**config.mk**
```make
export PLATFORM = sky130hd
export DESIGN_NAME = keypad_scan_ctrl_flat
export DESIGN_NICKNAME = d
export VERILOG_FILES = /design/src/rtl/keypad_scan_if.sv /design/src/rtl/keypad_scan_ctrl.sv /design/src/flat_wrapper.sv
export SDC_FILE = /design/constraint.sdc
export NUM_CORES = 1
export LEC_CHECK = 0
export CORE_UTILIZATION = 61
export CTS_BUF_LIST = sky130_fd_sc_hd__clkbuf_8
export DETAILED_ROUTE_END_ITERATION = 6
export HOLD_SLACK_MARGIN = 0.12
export PLACE_DENSITY = 0.93
export SYNTH_ARGS = -nofsm -noshare
export SYNTH_HDL_FRONTEND = slang
export SYNTH_SLANG_ARGS = --single-unit
```
**constraint.sdc**
```tcl
create_clock -name i_clk -period 3.2 [get_ports i_clk]
set_input_delay 0.32 -clock i_clk [delete_from_list [all_inputs] [get_ports i_clk]]
set_output_delay 0.32 -clock i_clk [all_outputs]
set_load 0.02 [all_outputs]
```
**src/rtl/keypad_scan_if.sv**
```systemverilog
// Key report channel between the keypad scanner and its consumer.
// The scanner drives the captured key and status; the consumer returns key_ack.
interface keypad_scan_if;
    logic [1:0] key_row;
    logic [1:0] key_col;
    logic       key_valid;
    logic       key_ack;
    logic       key_held;
    logic       overrun;

    modport master (
        output key_row, key_col, key_valid, key_held, overrun,
        input  key_ack
    );

    modport slave (
        input  key_row, key_col, key_valid, key_held, overrun,
        output key_ack
    );
endinterface

```
**src/rtl/keypad_scan_ctrl.sv**
```systemverilog
// 4x4 keypad scanner: strobes one column at a time, debounces the selected row and
// reports each press once over a valid/ack channel, with release and overrun tracking.
module keypad_scan_ctrl #(
    parameter int SCAN_DIV     = 1000,
    parameter int DEBOUNCE_CNT = 20000
) (
    input  logic          i_clk,
    input  logic          i_rst_n,
    input  logic [3:0]    i_rows_n,
    output logic [3:0]    o_col_drive_n,
    keypad_scan_if.master kif
);
    localparam int DW = $clog2(SCAN_DIV);
    localparam int BW = $clog2(DEBOUNCE_CNT);
    localparam logic [DW-1:0] DWELL_LAST = DW'(SCAN_DIV - 1);
    localparam logic [BW-1:0] DEB_LAST   = BW'(DEBOUNCE_CNT - 1);

    typedef enum logic [1:0] {SCAN, DEBOUNCE, HELD} state_t;

    state_t        r_state, w_state_nxt;
    logic [3:0]    r_sync1, r_rs;
    logic [DW-1:0] r_dwell, w_dwell_nxt;
    logic [BW-1:0] r_deb, w_deb_nxt;
    logic [1:0]    r_cur_col, w_col_nxt;
    logic [1:0]    r_cap_row, w_cap_row_nxt;
    logic [1:0]    r_cap_col, w_cap_col_nxt;
    logic [3:0]    r_col_drive_n;
    logic [1:0]    r_key_row, w_key_row_nxt;
    logic [1:0]    r_key_col, w_key_col_nxt;
    logic          r_key_valid, w_key_valid_nxt;
    logic          r_key_held, w_key_held_nxt;
    logic          r_overrun, w_overrun_nxt;
    logic          w_accept;

    function automatic logic [1:0] lowest_low(input logic [3:0] v);
        lowest_low = 2'd0;
        for (int i = 3; i >= 0; i--)
            if (!v[i]) lowest_low = 2'(i);
    endfunction

    always_ff @(posedge i_clk or negedge i_rst_n) begin
        if (!i_rst_n) begin
            r_sync1       <= 4'b1111;
            r_rs          <= 4'b1111;
            r_state       <= SCAN;
            r_dwell       <= '0;
            r_deb         <= '0;
            r_cur_col     <= 2'd0;
            r_cap_row     <= 2'd0;
            r_cap_col     <= 2'd0;
            r_col_drive_n <= 4'b1110;
            r_key_row     <= 2'd0;
            r_key_col     <= 2'd0;
            r_key_valid   <= 1'b0;
            r_key_held    <= 1'b0;
            r_overrun     <= 1'b0;
        end else begin
            r_sync1       <= i_rows_n;
            r_rs          <= r_sync1;
            r_state       <= w_state_nxt;
            r_dwell       <= w_dwell_nxt;
            r_deb         <= w_deb_nxt;
            r_cur_col     <= w_col_nxt;
            r_cap_row     <= w_cap_row_nxt;
            r_cap_col     <= w_cap_col_nxt;
            // Strobe decoded from the next column so the pin is a flop output.
            r_col_drive_n <= ~(4'b0001 << w_col_nxt);
            r_key_row     <= w_key_row_nxt;
            r_key_col     <= w_key_col_nxt;
            r_key_valid   <= w_key_valid_nxt;
            r_key_held    <= w_key_held_nxt;
            r_overrun     <= w_overrun_nxt;
        end
    end

    always_comb begin
        w_state_nxt     = r_state;
        w_dwell_nxt     = r_dwell;
        w_deb_nxt       = r_deb;
        w_col_nxt       = r_cur_col;
        w_cap_row_nxt   = r_cap_row;
        w_cap_col_nxt   = r_cap_col;
        w_key_row_nxt   = r_key_row;
        w_key_col_nxt   = r_key_col;
        w_key_valid_nxt = r_key_valid;
        w_key_held_nxt  = r_key_held;
        w_overrun_nxt   = r_overrun;
        w_accept        = 1'b0;

        case (r_state)
            SCAN: begin
                if (r_dwell == DWELL_LAST) begin
                    w_dwell_nxt = '0;
                    if (r_rs != 4'b1111) begin
                        w_cap_row_nxt = lowest_low(r_rs);
                        w_cap_col_nxt = r_cur_col;
                        w_deb_nxt     = '0;
                        w_state_nxt   = DEBOUNCE;
                    end else begin
                        w_col_nxt = r_cur_col + 2'd1;
                    end
                end else begin
                    w_dwell_nxt = r_dwell + 1'b1;
                end
            end
            DEBOUNCE: begin
                if (!r_rs[r_cap_row]) begin
                    if (r_deb == DEB_LAST) begin
                        w_accept    = 1'b1;
                        w_deb_nxt   = '0;
                        w_state_nxt = HELD;
                    end else begin
                        w_deb_nxt = r_deb + 1'b1;
                    end
                end else begin
                    w_dwell_nxt = '0;
                    w_state_nxt = SCAN;
                end
            end
            HELD: begin
                if (r_rs[r_cap_row]) begin
                    if (r_deb == DEB_LAST) begin
                        w_key_held_nxt = 1'b0;
                        w_col_nxt      = r_cur_col + 2'd1;
                        w_dwell_nxt    = '0;
                        w_deb_nxt      = '0;
                        w_state_nxt    = SCAN;
                    end else begin
                        w_deb_nxt = r_deb + 1'b1;
                    end
                end else begin
                    w_deb_nxt = '0;
                end
            end
            default: w_state_nxt = SCAN;
        endcase

        if (kif.key_ack && r_key_valid) begin
            w_key_valid_nxt = 1'b0;
            w_overrun_nxt   = 1'b0;
        end

        // A same-cycle ack frees the slot, so the new key replaces the old one cleanly.
        if (w_accept) begin
            w_key_held_nxt = 1'b1;
            if (!r_key_valid || kif.key_ack) begin
                w_key_row_nxt   = r_cap_row;
                w_key_col_nxt   = r_cap_col;
                w_key_valid_nxt = 1'b1;
            end else begin
                w_overrun_nxt = 1'b1;
            end
        end
    end

    assign o_col_drive_n = r_col_drive_n;
    assign kif.key_row   = r_key_row;
    assign kif.key_col   = r_key_col;
    assign kif.key_valid = r_key_valid;
    assign kif.key_held  = r_key_held;
    assign kif.overrun   = r_overrun;
endmodule
```
**src/flat_wrapper.sv**
```systemverilog
// flat-port wrapper written by rule: the top's interface ports become plain ports
module keypad_scan_ctrl_flat 
#(
    parameter int SCAN_DIV     = 1000,
    parameter int DEBOUNCE_CNT = 20000
)
  (i_clk, i_rst_n, i_rows_n, o_col_drive_n, kif_key_row, kif_key_col, kif_key_valid, kif_key_held, kif_overrun, kif_key_ack);
  keypad_scan_if kif_i ();
  input  logic i_clk;
  input  logic i_rst_n;
  input  logic [3:0] i_rows_n;
  output logic [3:0] o_col_drive_n;
  output wire logic [$bits(kif_i.key_row)-1:0] kif_key_row;
  output wire logic [$bits(kif_i.key_col)-1:0] kif_key_col;
  output wire logic [$bits(kif_i.key_valid)-1:0] kif_key_valid;
  output wire logic [$bits(kif_i.key_held)-1:0] kif_key_held;
  output wire logic [$bits(kif_i.overrun)-1:0] kif_overrun;
  input wire logic [$bits(kif_i.key_ack)-1:0] kif_key_ack;
  assign kif_key_row = kif_i.key_row;
  assign kif_key_col = kif_i.key_col;
  assign kif_key_valid = kif_i.key_valid;
  assign kif_key_held = kif_i.key_held;
  assign kif_overrun = kif_i.overrun;
  assign kif_i.key_ack = kif_key_ack;
  keypad_scan_ctrl #(.SCAN_DIV(SCAN_DIV), .DEBOUNCE_CNT(DEBOUNCE_CNT)) u_core (.i_clk(i_clk), .i_rst_n(i_rst_n), .i_rows_n(i_rows_n), .o_col_drive_n(o_col_drive_n), .kif(kif_i));
endmodule
```
==> reports/qor.log <==
[timing] transition at the pin with the smallest max-transition slack 1.11 ns
[clock_tree] clock tree from TritonCTS yes
[critical_path] Crit Path Max Fanout 16
[timing] count of endpoints failing hold in the final timing report 0
[timing] final critical-path required period 2.69 ns
[placement] final weighted congestion in routability-driven placement 0.836
[layout] number of fill cells in the layout 288
[layout] layout cells sized above 1 0.184
[placement] count of input and output buffers 17
[clock_tree] number of buffers inserted by post-CTS setup repair 0
[detailed_routing] Detailed Routing Iterations Pass 1 4
[layout] antenna fix cells 0
[critical_path] Crit. End Element register
[yosys] most used flip-flop cell after synthesis sky130_fd_sc_hd__dfrtp_1
[global_route] grt ovf 0
[critical_path] cell type of the slowest stage on the worst timing path sky130_fd_sc_hd__or4_4
[die] chip width 70.1 um
[clock_tree] cells resized by post-CTS repair 0
[yosys] area of the mapped netlist 2830 um^2
[timing] top achievable clock speed 371 MHz
[global_route] antenna violations before repair 0
[critical_path] crit path to u_core.r_deb[8]
[global_route] maximum number of pins on one net before global-route repair 53
[global_route] via count of the first global-routing pass 2118
[timing] final clock period utilization by the worst path 0.842
[critical_path] data arrival time at the worst-slack endpoint 2.88 ns
[critical_path] path length in cells of the critical path 5
[placement] cell area after placement 3000 um^2
[yosys] Post-Synthesis Cells 268
[yosys] net count after synthesis 280
[clock_tree] number of buffers on the longest clock path 2
[power_and_ir_drop] Pleak 0.00125 uW
[yosys] leading cell types by total area after synthesis sky130_fd_sc_hd__dfrtp_1 (36%), sky130_fd_sc_hd__dfstp_2 (10%), sky130_fd_sc_hd__nand2_1 (4.1%), sky130_fd_sc_hd__a2bb2oi_2 (3.7%), sky130_fd_sc_hd__mux2_2 (2.8%)
[critical_path] critical path launch point type register
[clock_tree] TritonCTS Sinks 52
[detailed_routing] total via count in the routed design 2228
[yosys] top cell types by occurrence after synthesis sky130_fd_sc_hd__dfrtp_1 (41), sky130_fd_sc_hd__nand2_1 (31), sky130_fd_sc_hd__nand3_1 (12), sky130_fd_sc_hd__dfstp_2 (11)
[critical_path] internal reg-to-reg setup slack 0.51 ns
[critical_path] cell family with most CP delay simple AND/OR/NAND/NOR gates
[critical_path] Worst setup startpoint u_core.r_deb[5]
[detailed_routing] number of remaining DRC errors 0
[outcome] status completed
[yosys] portion of the post-synthesis area used by sequential elements 0.465
[die] # IOs 18
[clock_tree] depth of the CTS H-tree 2
[timing] number of setup violations in the final report 0
[yosys] top cell type's share of synthesized area 0.363
[critical_path] cell chain of the critical path or4_4 > or4_4 > o211ai_2 > or2_1 > o31ai_1
[timing] Sum Neg Setup Slack 0 ns
[clock_tree] root buffer cell sky130_fd_sc_hd__clkbuf_8
[yosys] count leader, synth sky130_fd_sc_hd__dfrtp_1
[die] number of placement rows 24
[critical_path] worst setup path category register to register
[die] Starting Density 0.641
[clock_tree] TritonCTS buffer count 5
[hold_path] worst min-delay path class primary input to async pin
[clock_tree] clock latency of the later-clocked register in the worst-skew pair 0.31 ns
[critical_path] reg-to-reg startpoint u_core.r_deb[5]
[detailed_routing] via density per instance 6.67
[placement] post-DP HPWL 3780 um
[detailed_routing] number of antenna-violating nets in the routed design 0
[yosys] library cell with the largest summed area after synthesis sky130_fd_sc_hd__dfrtp_1
[die] vertical die dimension 70.1 um
[critical_path] most used cell, CP sky130_fd_sc_hd__or4_4
[timing] worst rel slew slack 0.260
[yosys] Avg Cell Area, Syn 10.6 um^2
[die] Std-Cell Core Area 4410 um^2
[critical_path] combined buffer and inverter count along the critical path 0
[detailed_routing] average wire length per cell after detail routing 16.6 um
[timing] Worst Hold Slack 0.212 ns
[yosys] number of flip-flops and latches in the synthesized netlist 52
[die] overall die area 4910 um^2
[critical_path] delay of the slowest cell on the worst path 0.61 ns
[detailed_routing] DRC violation total after the first TritonRoute iteration 227
[clock_tree] count of hold-fix buffers inserted at cts 0
[power_and_ir_drop] worst ir drop on vdd 0.298 mV
[clock_tree] clock-pin slew reported for the worst setup and hold paths after clock tree synthesis 0.10 ns
[flow_run] number of max-cap violations 0
[detailed_routing] routed wire length 5550 um
[layout] final cell area excluding filler cells 3120 um^2
[critical_path] number of cells on the worst reg-to-reg path 5
[layout] layout net count 293
[timing] worst clock skew 0.0109 ns
[critical_path] required time of the worst setup path 3.39 ns
[yosys] number of flops mapped to enable cells by yosys 0
[timing] setup repair after global routing missed its margin no
[yosys] count of yosys warnings during synthesis 0
[yosys] proportion of synthesized flip-flops having asynchronous set or reset 1.00
[layout] layout overhead on the synthesized area 10.3%
[global_route] global-route wire length before repair 9620 um
[critical_path] Reg2Reg Capture Point u_core.r_deb[8]
[power_and_ir_drop] power density normalized to cell area 372 nW/um^2
[timing] total count of max-transition violations in the final report 0
[yosys] unique cell type count in the Yosys netlist 60
[global_route] GR Util All Layers 0.246
[per-stage QoR]
stage                     cells  utilization  setup WS (ns)  power, uW
after floorplan             268            -          0.913        691
after global placement      326        0.680          0.591        714
after detailed placement    326        0.680          0.550        715
after CTS                   334        0.707          0.528       1170
after global routing        334        0.707          0.399       1200
final                       334        0.707          0.506       1160
[metal layers]
layer,GRT usage,share of wire,up-vias
met5,0,0,-
met4,0.0956,0.0099,0
met3,0.0375,0.043,7
met2,0.411,0.50,84
met1,0.324,0.45,1088
li1,-,-,1049
[worst min-delay path by stage]
stage | start | to | slack (ns) | depth (start not counted)
2_1_floorplan | i_rst_n | u_core.kif.key_col[0] | 0.02 | 0
3_3_place_gp | u_core.r_sync1[3] | u_core.r_rs[3] | 0.35 | 0
3_5_place_dp | u_core.r_sync1[1] | u_core.r_rs[1] | 0.35 | 0
4_1_cts | i_rst_n | u_core.r_cur_col[1] | 0.25 | 1
5_1_grt | i_rst_n | u_core.r_cur_col[1] | 0.30 | 1
6_report | i_rst_n | u_core.r_cur_col[1] | 0.21 | 1
[cells by family after synthesis]
family,Yosys count,synth area share
compound gates,83,0.241
xor+xnor,1,0.00310
fa+ha+maj,5,0.0221
buf+inv,20,0.0332
flops,52,0.465
mux,13,0.0535
simple gates,94,0.183
[registers in the layout, summed over array words and instances (netlist names)]
signal                flops
u_core.kif.key_col        2
u_core.kif.key_held       1
u_core.kif.key_row        2
u_core.kif.key_valid      1
u_core.kif.overrun        1
u_core.o_col_drive_n      4
u_core.r_cap_col          2
u_core.r_cap_row          2
u_core.r_cur_col          2
u_core.r_deb             15
u_core.r_dwell           10
u_core.r_rs               4
u_core.r_state            2
u_core.r_sync1            4
[layout make-up]
class | instances | area (um^2) | area share
sequential | 52 | 1320 | 0.422
clock buffer | 5 | 68.8 | 0.0221
multi-input combinational | 196 | 1420 | 0.455
tap | 52 | 65.1 | 0.0209
clock inverter | 3 | 47.5 | 0.0152
timing repair buffer | 18 | 173 | 0.0554
inverter | 8 | 30.0 | 0.00963
[worst register-to-register path: stages (launching register included)]
cell and delay, ns:
sky130_fd_sc_hd__dfrtp_1 0.49, sky130_fd_sc_hd__or4_4 0.61, sky130_fd_sc_hd__or4_4 0.57, sky130_fd_sc_hd__o211ai_2 0.35
sky130_fd_sc_hd__or2_1 0.42, sky130_fd_sc_hd__o31ai_1 0.13
[placed cells by master, fill, tap and decap left out, drive strengths merged, types with 7 or more instances in the layout]
cell type / Yosys / layout
dfrtp: 41 / 41
nand2: 31 / 31
o21ai: 17 / 17
clkdlybuf4s50: 0 / 16
o31ai: 14 / 14
nand3: 12 / 12
dfstp: 11 / 11
nor2: 9 / 9
a2bb2oi: 9 / 9
inv: 8 / 8
a21oi: 8 / 8
nand4: 7 / 7
mux2: 7 / 7
[where the power goes]
| part | switching (uW) | internal [uW] | total, uW |
|---|---|---|---|
| registers | 4.35 | 667 | 672 |
| logic | 19.3 | 11.0 | 30.3 |
| clock network | 224 | 236 | 460 |
No activity file was read; power rests on OpenSTA's default activity.
